`src/rtl/button_pkg.sv`:
```
// Shared types and default timing constants for the push-button conditioner.
package button_pkg;

    typedef enum logic [1:0] {
        RELEASED     = 2'd0,
        PRESS_WAIT   = 2'd1,
        PRESSED      = 2'd2,
        RELEASE_WAIT = 2'd3
    } btn_state_t;

    // 10 ms debounce window and 1 s long-hold time at a 50 MHz clock.
    localparam int DEBOUNCE_10MS_AT_50MHZ = 500000;
    localparam int HOLD_1S_AT_50MHZ       = 50000000;

endpackage

```
`src/rtl/debounce_channel.sv`:
```
// One button channel: two-flop synchronizer, debounce FSM, and press/release/hold pulses.
module debounce_channel
    import button_pkg::*;
#(
    parameter int DEBOUNCE_CYCLES = DEBOUNCE_10MS_AT_50MHZ,
    parameter int HOLD_CYCLES     = HOLD_1S_AT_50MHZ
) (
    input  logic       clock,
    input  logic       reset,
    input  logic       button_n,
    output logic       level,
    output logic       press,
    output logic       release_pulse,
    output logic       hold,
    output logic [1:0] state
);

    localparam int CW = $clog2(DEBOUNCE_CYCLES);
    localparam int HW = $clog2(HOLD_CYCLES);
    localparam logic [CW-1:0] CNT_LAST  = CW'(DEBOUNCE_CYCLES - 1);
    localparam logic [HW-1:0] HOLD_LAST = HW'(HOLD_CYCLES - 1);

    btn_state_t       st;
    logic             sync_meta;
    logic             sync;
    logic [CW-1:0]    cnt;
    logic [HW-1:0]    hold_cnt;
    logic             hold_done;

    assign state = st;

    always_ff @(posedge clock) begin
        if (reset) begin
            st            <= RELEASED;
            sync_meta     <= 1'b0;
            sync          <= 1'b0;
            cnt           <= '0;
            hold_cnt      <= '0;
            hold_done     <= 1'b0;
            level         <= 1'b0;
            press         <= 1'b0;
            release_pulse <= 1'b0;
            hold          <= 1'b0;
        end else begin
            // Inverted on entry so that 1 means pushed from here on.
            sync_meta     <= ~button_n;
            sync          <= sync_meta;
            press         <= 1'b0;
            release_pulse <= 1'b0;
            hold          <= 1'b0;
            case (st)
                RELEASED: begin
                    if (sync) begin
                        st  <= PRESS_WAIT;
                        cnt <= '0;
                    end
                end
                PRESS_WAIT: begin
                    if (!sync) begin
                        st <= RELEASED;
                    end else if (cnt == CNT_LAST) begin
                        st       <= PRESSED;
                        level    <= 1'b1;
                        press    <= 1'b1;
                        hold_cnt <= '0;
                    end else begin
                        cnt <= cnt + CW'(1);
                    end
                end
                PRESSED: begin
                    if (!sync) begin
                        st  <= RELEASE_WAIT;
                        cnt <= '0;
                    end else begin
                        // Saturates at the last value so a very long hold never re-fires.
                        if (hold_cnt != HOLD_LAST) begin
                            hold_cnt <= hold_cnt + HW'(1);
                        end
                        if (hold_cnt == HOLD_LAST && !hold_done) begin
                            hold      <= 1'b1;
                            hold_done <= 1'b1;
                        end
                    end
                end
                RELEASE_WAIT: begin
                    if (sync) begin
                        st <= PRESSED;
                    end else if (cnt == CNT_LAST) begin
                        st            <= RELEASED;
                        level         <= 1'b0;
                        release_pulse <= 1'b1;
                        hold_done     <= 1'b0;
                    end else begin
                        cnt <= cnt + CW'(1);
                    end
                end
                default: st <= RELEASED;
            endcase
        end
    end

endmodule

```
`src/rtl/button_conditioner.sv`:
```
// Conditions N active-low raw buttons into debounced levels and single-cycle press/release/hold events.
module button_conditioner
    import button_pkg::*;
#(
    parameter int N_BUTTONS       = 3,
    parameter int DEBOUNCE_CYCLES = DEBOUNCE_10MS_AT_50MHZ,
    parameter int HOLD_CYCLES     = HOLD_1S_AT_50MHZ
) (
    input  logic                   clock,
    input  logic                   reset,
    input  logic [N_BUTTONS-1:0]   button_n,
    output logic [N_BUTTONS-1:0]   level,
    output logic [N_BUTTONS-1:0]   press,
    // "release" is a reserved word, so the release event carries a suffix.
    output logic [N_BUTTONS-1:0]   release_pulse,
    output logic [N_BUTTONS-1:0]   hold,
    output logic [2*N_BUTTONS-1:0] channel_state
);

    for (genvar i = 0; i < N_BUTTONS; i++) begin : g_chan
        debounce_channel #(
            .DEBOUNCE_CYCLES(DEBOUNCE_CYCLES),
            .HOLD_CYCLES    (HOLD_CYCLES)
        ) u_chan (
            .clock        (clock),
            .reset        (reset),
            .button_n     (button_n[i]),
            .level        (level[i]),
            .press        (press[i]),
            .release_pulse(release_pulse[i]),
            .hold         (hold[i]),
            .state        (channel_state[2*i +: 2])
        );
    end

endmodule

```
`config.mk`:
```
export PLATFORM = sky130hd
export DESIGN_NAME = button_conditioner
export DESIGN_NICKNAME = d
export VERILOG_FILES = /design/src/rtl/button_pkg.sv /design/src/rtl/debounce_channel.sv /design/src/rtl/button_conditioner.sv
export SDC_FILE = /design/constraint.sdc
export NUM_CORES = 1
export LEC_CHECK = 0
export BUFFER_PORTS_ARGS = -buffer_cell sky130_fd_sc_hd__buf_4
export CAP_MARGIN = 20
export CORE_UTILIZATION = 35
export DETAILED_ROUTE_END_ITERATION = 10
export PLACE_DENSITY = 0.58
export SETUP_SLACK_MARGIN = 0.02
export SYNTH_ARGS = -nofsm -noshare
export SYNTH_HDL_FRONTEND = slang
export SYNTH_HIERARCHICAL = 1
export SYNTH_SLANG_ARGS = --single-unit
```
`constraint.sdc`:
```
create_clock -name clock -period 4 [get_ports clock]
set_input_delay 0 -clock clock [delete_from_list [all_inputs] [get_ports clock]]
set_output_delay 0 -clock clock [all_outputs]
set_load 0.02 [all_outputs]
```
# [Word level (Yosys, flattened, before mapping)]
# Index checks and enable logic that the tools add are counted.
[op_classes] mul=0 n_lt_le_gt_ge=0 div=0 shift=0 reduce_logical=42 n_eq_ne=51 n_addsub=6 bitwise_logic=15 n_mux=84
[ops] operator="$mux 26" n=12
[ops] operator="$mux 19" n=15
[ops] operator="$pmux 19 s4" n=3
[ops] operator="$pmux 26 s2" n=3
[ops] operator="$add 26x1->26 const B" n=3
[ops] operator="$eq 26x26->1 const B" n=3
[ops] operator="$ne 26x26->1 const B" n=3
[ops] operator="$add 19x1->19 const B" n=3
[ops] operator="$eq 19x19->1 const B" n=3
[ops] operator="$reduce_and 5->1" n=9
[ops] operator="$ne 2x1->1 const B" n=21
[ops] operator="$mux 2" n=18
[ops] operator="$reduce_or 3->1" n=9
[ops] operator="$mux 1" n=24
[ops] operator="$pmux 2 s4" n=3
[ops] operator="$reduce_and 4->1" n=6
[ops] operator="$reduce_bool 2->1" n=9
[ops] operator="$not 1->1" n=15
[ops] operator="$eq 2x2->1 const B" n=6
[ops] operator="$ne 2x2->1 const B" n=6
[ops] operator="$pmux 1 s2" n=6
[ops] operator="$ne 3x1->1 const B" n=3
[ops] operator="$ne 3x3->1 const B" n=3
[ops] operator="$eq 2x1->1 const B" n=3
[ops] operator="other kinds (3)" n=9
[word_totals] regBits=162 n_memories=0 ramBits=0 rom_bits=0 out_inout_bits=18 latchBits=0 input_bits=5 wordCells=228

# [Logic depth before layout (Yosys ltp)]
[depth] word_depth=5 depth_mapped=8 mapped_depth_nobuf=6

# [Modules after synthesis]
# The synthesis kept the hierarchy.
[modules_own_cells] module="debounce_channel" cells_per_inst=333 area_per_inst_um2=2773.9 seq_area_each_um2=1081.0 instances=3

# [Worst setup path after synthesis]
# OpenSTA, ideal clock, no wires.
[synth_path] path_type="register to register" from="reg g_chan[0].u_chan.cnt[5]" to="reg g_chan[0].u_chan.cnt[5]" stages_incl_launch_ff=7 arrival_ns=1.815 setup_time_ns=0.117 setup_slack_ns=2.068 cell_sequence="dfxtp_1 -> or4b_1 -> nor4_4 -> a21o_1 -> buf_6 -> nor3_1 -> o22a_1"
[synth_via] elab_chain_len=4
[synth_lines] item="start: declaration" line="debounce_channel.sv:26" source="logic [CW-1:0] cnt;"
[synth_lines] item="start signal: assignment" line="debounce_channel.sv:67" source="cnt <= cnt + CW'(1);"
[synth_lines] item="start signal: assignment" line="debounce_channel.sv:94" source="cnt <= cnt + CW'(1);"
[synth_lines] item="$add 19x1->19 or $eq 19x19->1 (tied branches)"
[synth_lines] item="$mux 19 (*)" line="debounce_channel.sv:61, debounce_channel.sv:88"
[synth_lines] item="$mux 19, on equally long branches" line="debounce_channel.sv:86, debounce_channel.sv:59"
[synth_lines] item="$pmux 19 s4 (*)" line="debounce_channel.sv:51" source="case (st)"
# Every way passes the cells marked *; elsewhere a longest branch is shown, timed or not. The select of a mux whose other input is x is not followed.
# A chain may end at the register's enable or synchronous reset.

# [Worst setup path after layout]
[layout_path] from="reg g_chan[1].u_chan.cnt[5]" to="reg g_chan[1].u_chan.hold_cnt[7]"
[layout_via] elab_chain_len=3
[layout_lines] item="start: declaration" line="debounce_channel.sv:26"
[layout_lines] item="start signal: assignment" line="debounce_channel.sv:67"
[layout_lines] item="start signal: assignment" line="debounce_channel.sv:94"
[layout_lines] item="$eq 19x19->1" line="debounce_channel.sv:61" source="end else if (cnt == CNT_LAST) begin"
[layout_lines] item="$ne 2x1->1 (no source line)"
[layout_lines] item="$reduce_and 5->1 (no source line)"
[layout_lines] item="end signal: assignment" line="debounce_channel.sv:77" source="hold_cnt <= hold_cnt + HW'(1);"
[layout_lines] item="end: declaration" line="debounce_channel.sv:27" source="logic [HW-1:0] hold_cnt;"
# No other way between the ends.

==> impl_metrics.env <==
export IMPL_status="finished clean"
export IMPL_final_max_slew_viol_count=0
export IMPL_syn_inst=999
export IMPL_finalCritPeriodShare_pct=65.40
export IMPL_die_w_um=156.2
export IMPL_max_freq_ghz=0.3823
export IMPL_ys_flop_type="dfxtp_1"
export IMPL_grt_pass1_wl_um=34490
export IMPL_drtIter0Drc=563
export IMPL_pin_count=23
export IMPL_synth_fa_ha_area_share_pct=0.9021
export IMPL_synth_seq_cells=162
export IMPL_grt_pass1_vias=7092
export IMPL_tightestPinTransition_ps=867.0
export IMPL_cp_required_ps=4300
export IMPL_fp_dieH_um=156.2
export IMPL_synth_cell_types=60
export IMPL_multi_input_area_um2=4771
export IMPL_worstSetupPathType="register to register"
export IMPL_drv_cap=0
export IMPL_worstSkewPairLatency_ps=440
export IMPL_hold_violations=0
export IMPL_cts_resized=0
export IMPL_dr_pass1_iters=5
export IMPL_synth_compound_area_share_pct=21.56
export IMPL_port_buffers=22
export IMPL_diodes=0
export IMPL_relSlewSlack_pct=41.77
export IMPL_cts_sinks=162
export IMPL_synth_xor_area_share_pct=3.473
export IMPL_regMostFlops="g_chan.u_chan/hold_cnt"
export IMPL_setup_viol=0
export IMPL_fill_cells=2439
export IMPL_antenna_found_initial=0
export IMPL_hold_path_class="input pin to register"
export IMPL_powerDensity_nw_per_um2=349.2
export IMPL_critPathArrivalTime_ps=2910
export IMPL_ctsHoldBuffers=3
export IMPL_core_area_um2=23400
export IMPL_num_rows=56
export IMPL_cts_root_buffer="clkbuf_16"
export IMPL_cts_buffers=17
export IMPL_seq_area_frac_synth_pct=38.97
export IMPL_synth_top_family_by_area="simple AND/OR/NAND/NOR gates"
export IMPL_startpoint_type="register"
export IMPL_avgRoutedWirePerCell_um=15.16
export IMPL_largest_reg_flops=78
export IMPL_final_common_cell="dfxtp_1"
export IMPL_start_util_pct=35.56
export IMPL_cts_max_path_buffers=2
export IMPL_grt_overflow_total=0
export IMPL_drc=0
export IMPL_htreeDepth=4
export IMPL_vias_per_cell=5.734
export IMPL_drive_gt1_share_pct=9.055
export IMPL_ys_async_sr_fraction_pct=0
export IMPL_path_clk_slew_ps=70
export IMPL_pre_cts_slack_ps=1417
export IMPL_synth_nets=1010
export IMPL_avgSynthCellArea_um2=8.330
export IMPL_synth_simple_area_share_pct=30.13
export IMPL_grt_use_total_pct=17.26
export IMPL_cts_setup_buffers=0
export IMPL_p_leak_nw=2.954
export IMPL_layout_common_cells="dfxtp_1 (162), nand2_1 (90), nand3_1 (75), a31oi_1 (72), nor2_1 (66)"
export IMPL_rsz0062_at_grt="false"
export IMPL_finalWirelength_um=20230
export IMPL_yosys_warnings=6
export IMPL_fin_nets=1015
export IMPL_dieArea_um2=24400
export IMPL_netlist_area_um2=8322
export IMPL_worstPathMaxFanout=15
export IMPL_area_growth_pct=11.94
export IMPL_ant_nets=0
export IMPL_fin_ws_ps=1384
export IMPL_endpoint_kind="register"
export IMPL_synthMuxAreaShare_pct=1.083
export IMPL_largestRegisters="g_chan.u_chan/hold_cnt (78), g_chan.u_chan/cnt (57)"
export IMPL_finalSetupTns_ps=0
export IMPL_place_hpwl_um=13360
export IMPL_vias=7655
export IMPL_regArea_um2=3243
export IMPL_tritoncts="built"
export IMPL_gp_congestion=0.8259
export IMPL_synth_edf_count=0
export IMPL_grt_max_degree=46
export IMPL_fin_crit_ps=2616
export IMPL_skew_ps=12.98
export IMPL_ir_drop_v=0.0001902
==> Yosys cell counts (all sizes together), types with 6 or more instances <==
master / instances / area (um2)
or4b: 9 / 101.4
dfxtp: 162 / 3243
or3: 6 / 37.54
o311ai: 6 / 52.55
and3: 21 / 131.4
o31ai: 18 / 135.1
nand4: 36 / 225.2
nor3: 36 / 180.2
buf: 24 / 150.1
nor2b: 6 / 37.54
and2: 15 / 93.84
o41ai: 6 / 52.55
a211oi: 6 / 45.04
a31oi: 72 / 450.4
a41oi: 12 / 105.1
o311a: 6 / 60.06
nor4b: 6 / 52.55
a21o: 15 / 112.6
nor2: 66 / 247.7
mux2i: 9 / 90.09
ha: 6 / 75.07
xnor2: 30 / 262.8
o21ai: 33 / 165.1
or4: 12 / 90.09
inv: 18 / 67.56
nand2b: 12 / 75.07
and4: 18 / 157.7
a21oi: 63 / 326.6
clkbuf: 27 / 105.1
nor3b: 6 / 45.04
o211ai: 6 / 45.04
nand2: 93 / 356.6
nand3: 75 / 375.4
nor4: 15 / 138.9
==> power breakdown <==
part / switching, mW / total (mW) / internal, mW
Combinational: 0.0579 / 0.0831 / 0.0251
Sequential: 0.0112 / 1.63 / 1.62
Clock: 0.696 / 1.54 / 0.841
==> stage by stage <==
stage	utilization (%)	std cells	hold WS, ps	total power, mW	cell area (um2)
6_report	39.80	1335	46.28	3.253	9315
5_1_grt	39.80	1335	67.17	3.374	9315
4_1_cts	39.80	1335	35.81	3.304	9315
3_5_place_dp	37.33	1301	158.4	1.749	8736
3_3_place_gp	37.33	1301	156.6	1.749	8736
2_1_floorplan	-	999	66.69	1.720	8322
==> critical path: stages, from the launching register on <==
cell and delay, ps:
dfxtp_1 350, or4b_1 610, nor4_4 760, a21oi_2 280, nand2_2 340, a31oi_1 140
==> cell families (layout without fill, tap and decap cells) <==
| group | count (synthesis) | after routing |
|---|---|---|
| xor+xnor | 33 | 33 |
| simple gates | 450 | 450 |
| flops | 162 | 162 |
| buf+inv | 69 | 86 |
| mux | 9 | 9 |
| fa+ha+maj | 6 | 6 |
| compound gates | 270 | 270 |
==> worst paths after layout <==
| kind | startpoint | endpoint | slack [ps] | depth (start not counted) |
|---|---|---|---|---|
| setup / recovery | g_chan[1].u_chan/cnt[5] | g_chan[1].u_chan/hold_cnt[7] | 1380 | 5 |
| hold / removal | reset | register | 50 | 2 |
| setup reg to reg | g_chan[1].u_chan/cnt[5] | g_chan[1].u_chan/hold_cnt[7] | 1380 | 5 |
| hold reg to reg | g_chan[2].u_chan/hold_done | g_chan[2].u_chan/hold | 430 | 1 |
==> routing by layer <==
metal	global-route usage, %	vias to the layer above	routed length [um]
li1	-	3838	-
met1	22.99	3646	10140
met2	27.25	145	9121
met3	3.361	26	697
met4	6.956	0	276
met5	0	-	0
==> area by class of cell <==
cell class,instances,share of cell area [%]
Timing Repair Buffer,37,3.062
Clock buffer,20,5.010
Tap cell,319,4.285
Inverter,18,0.7253
Multi-Input combinational cell,768,51.22
Sequential cell,162,34.82
Clock inverter,11,0.8865
No activity file was read; power rests on OpenSTA's default activity.
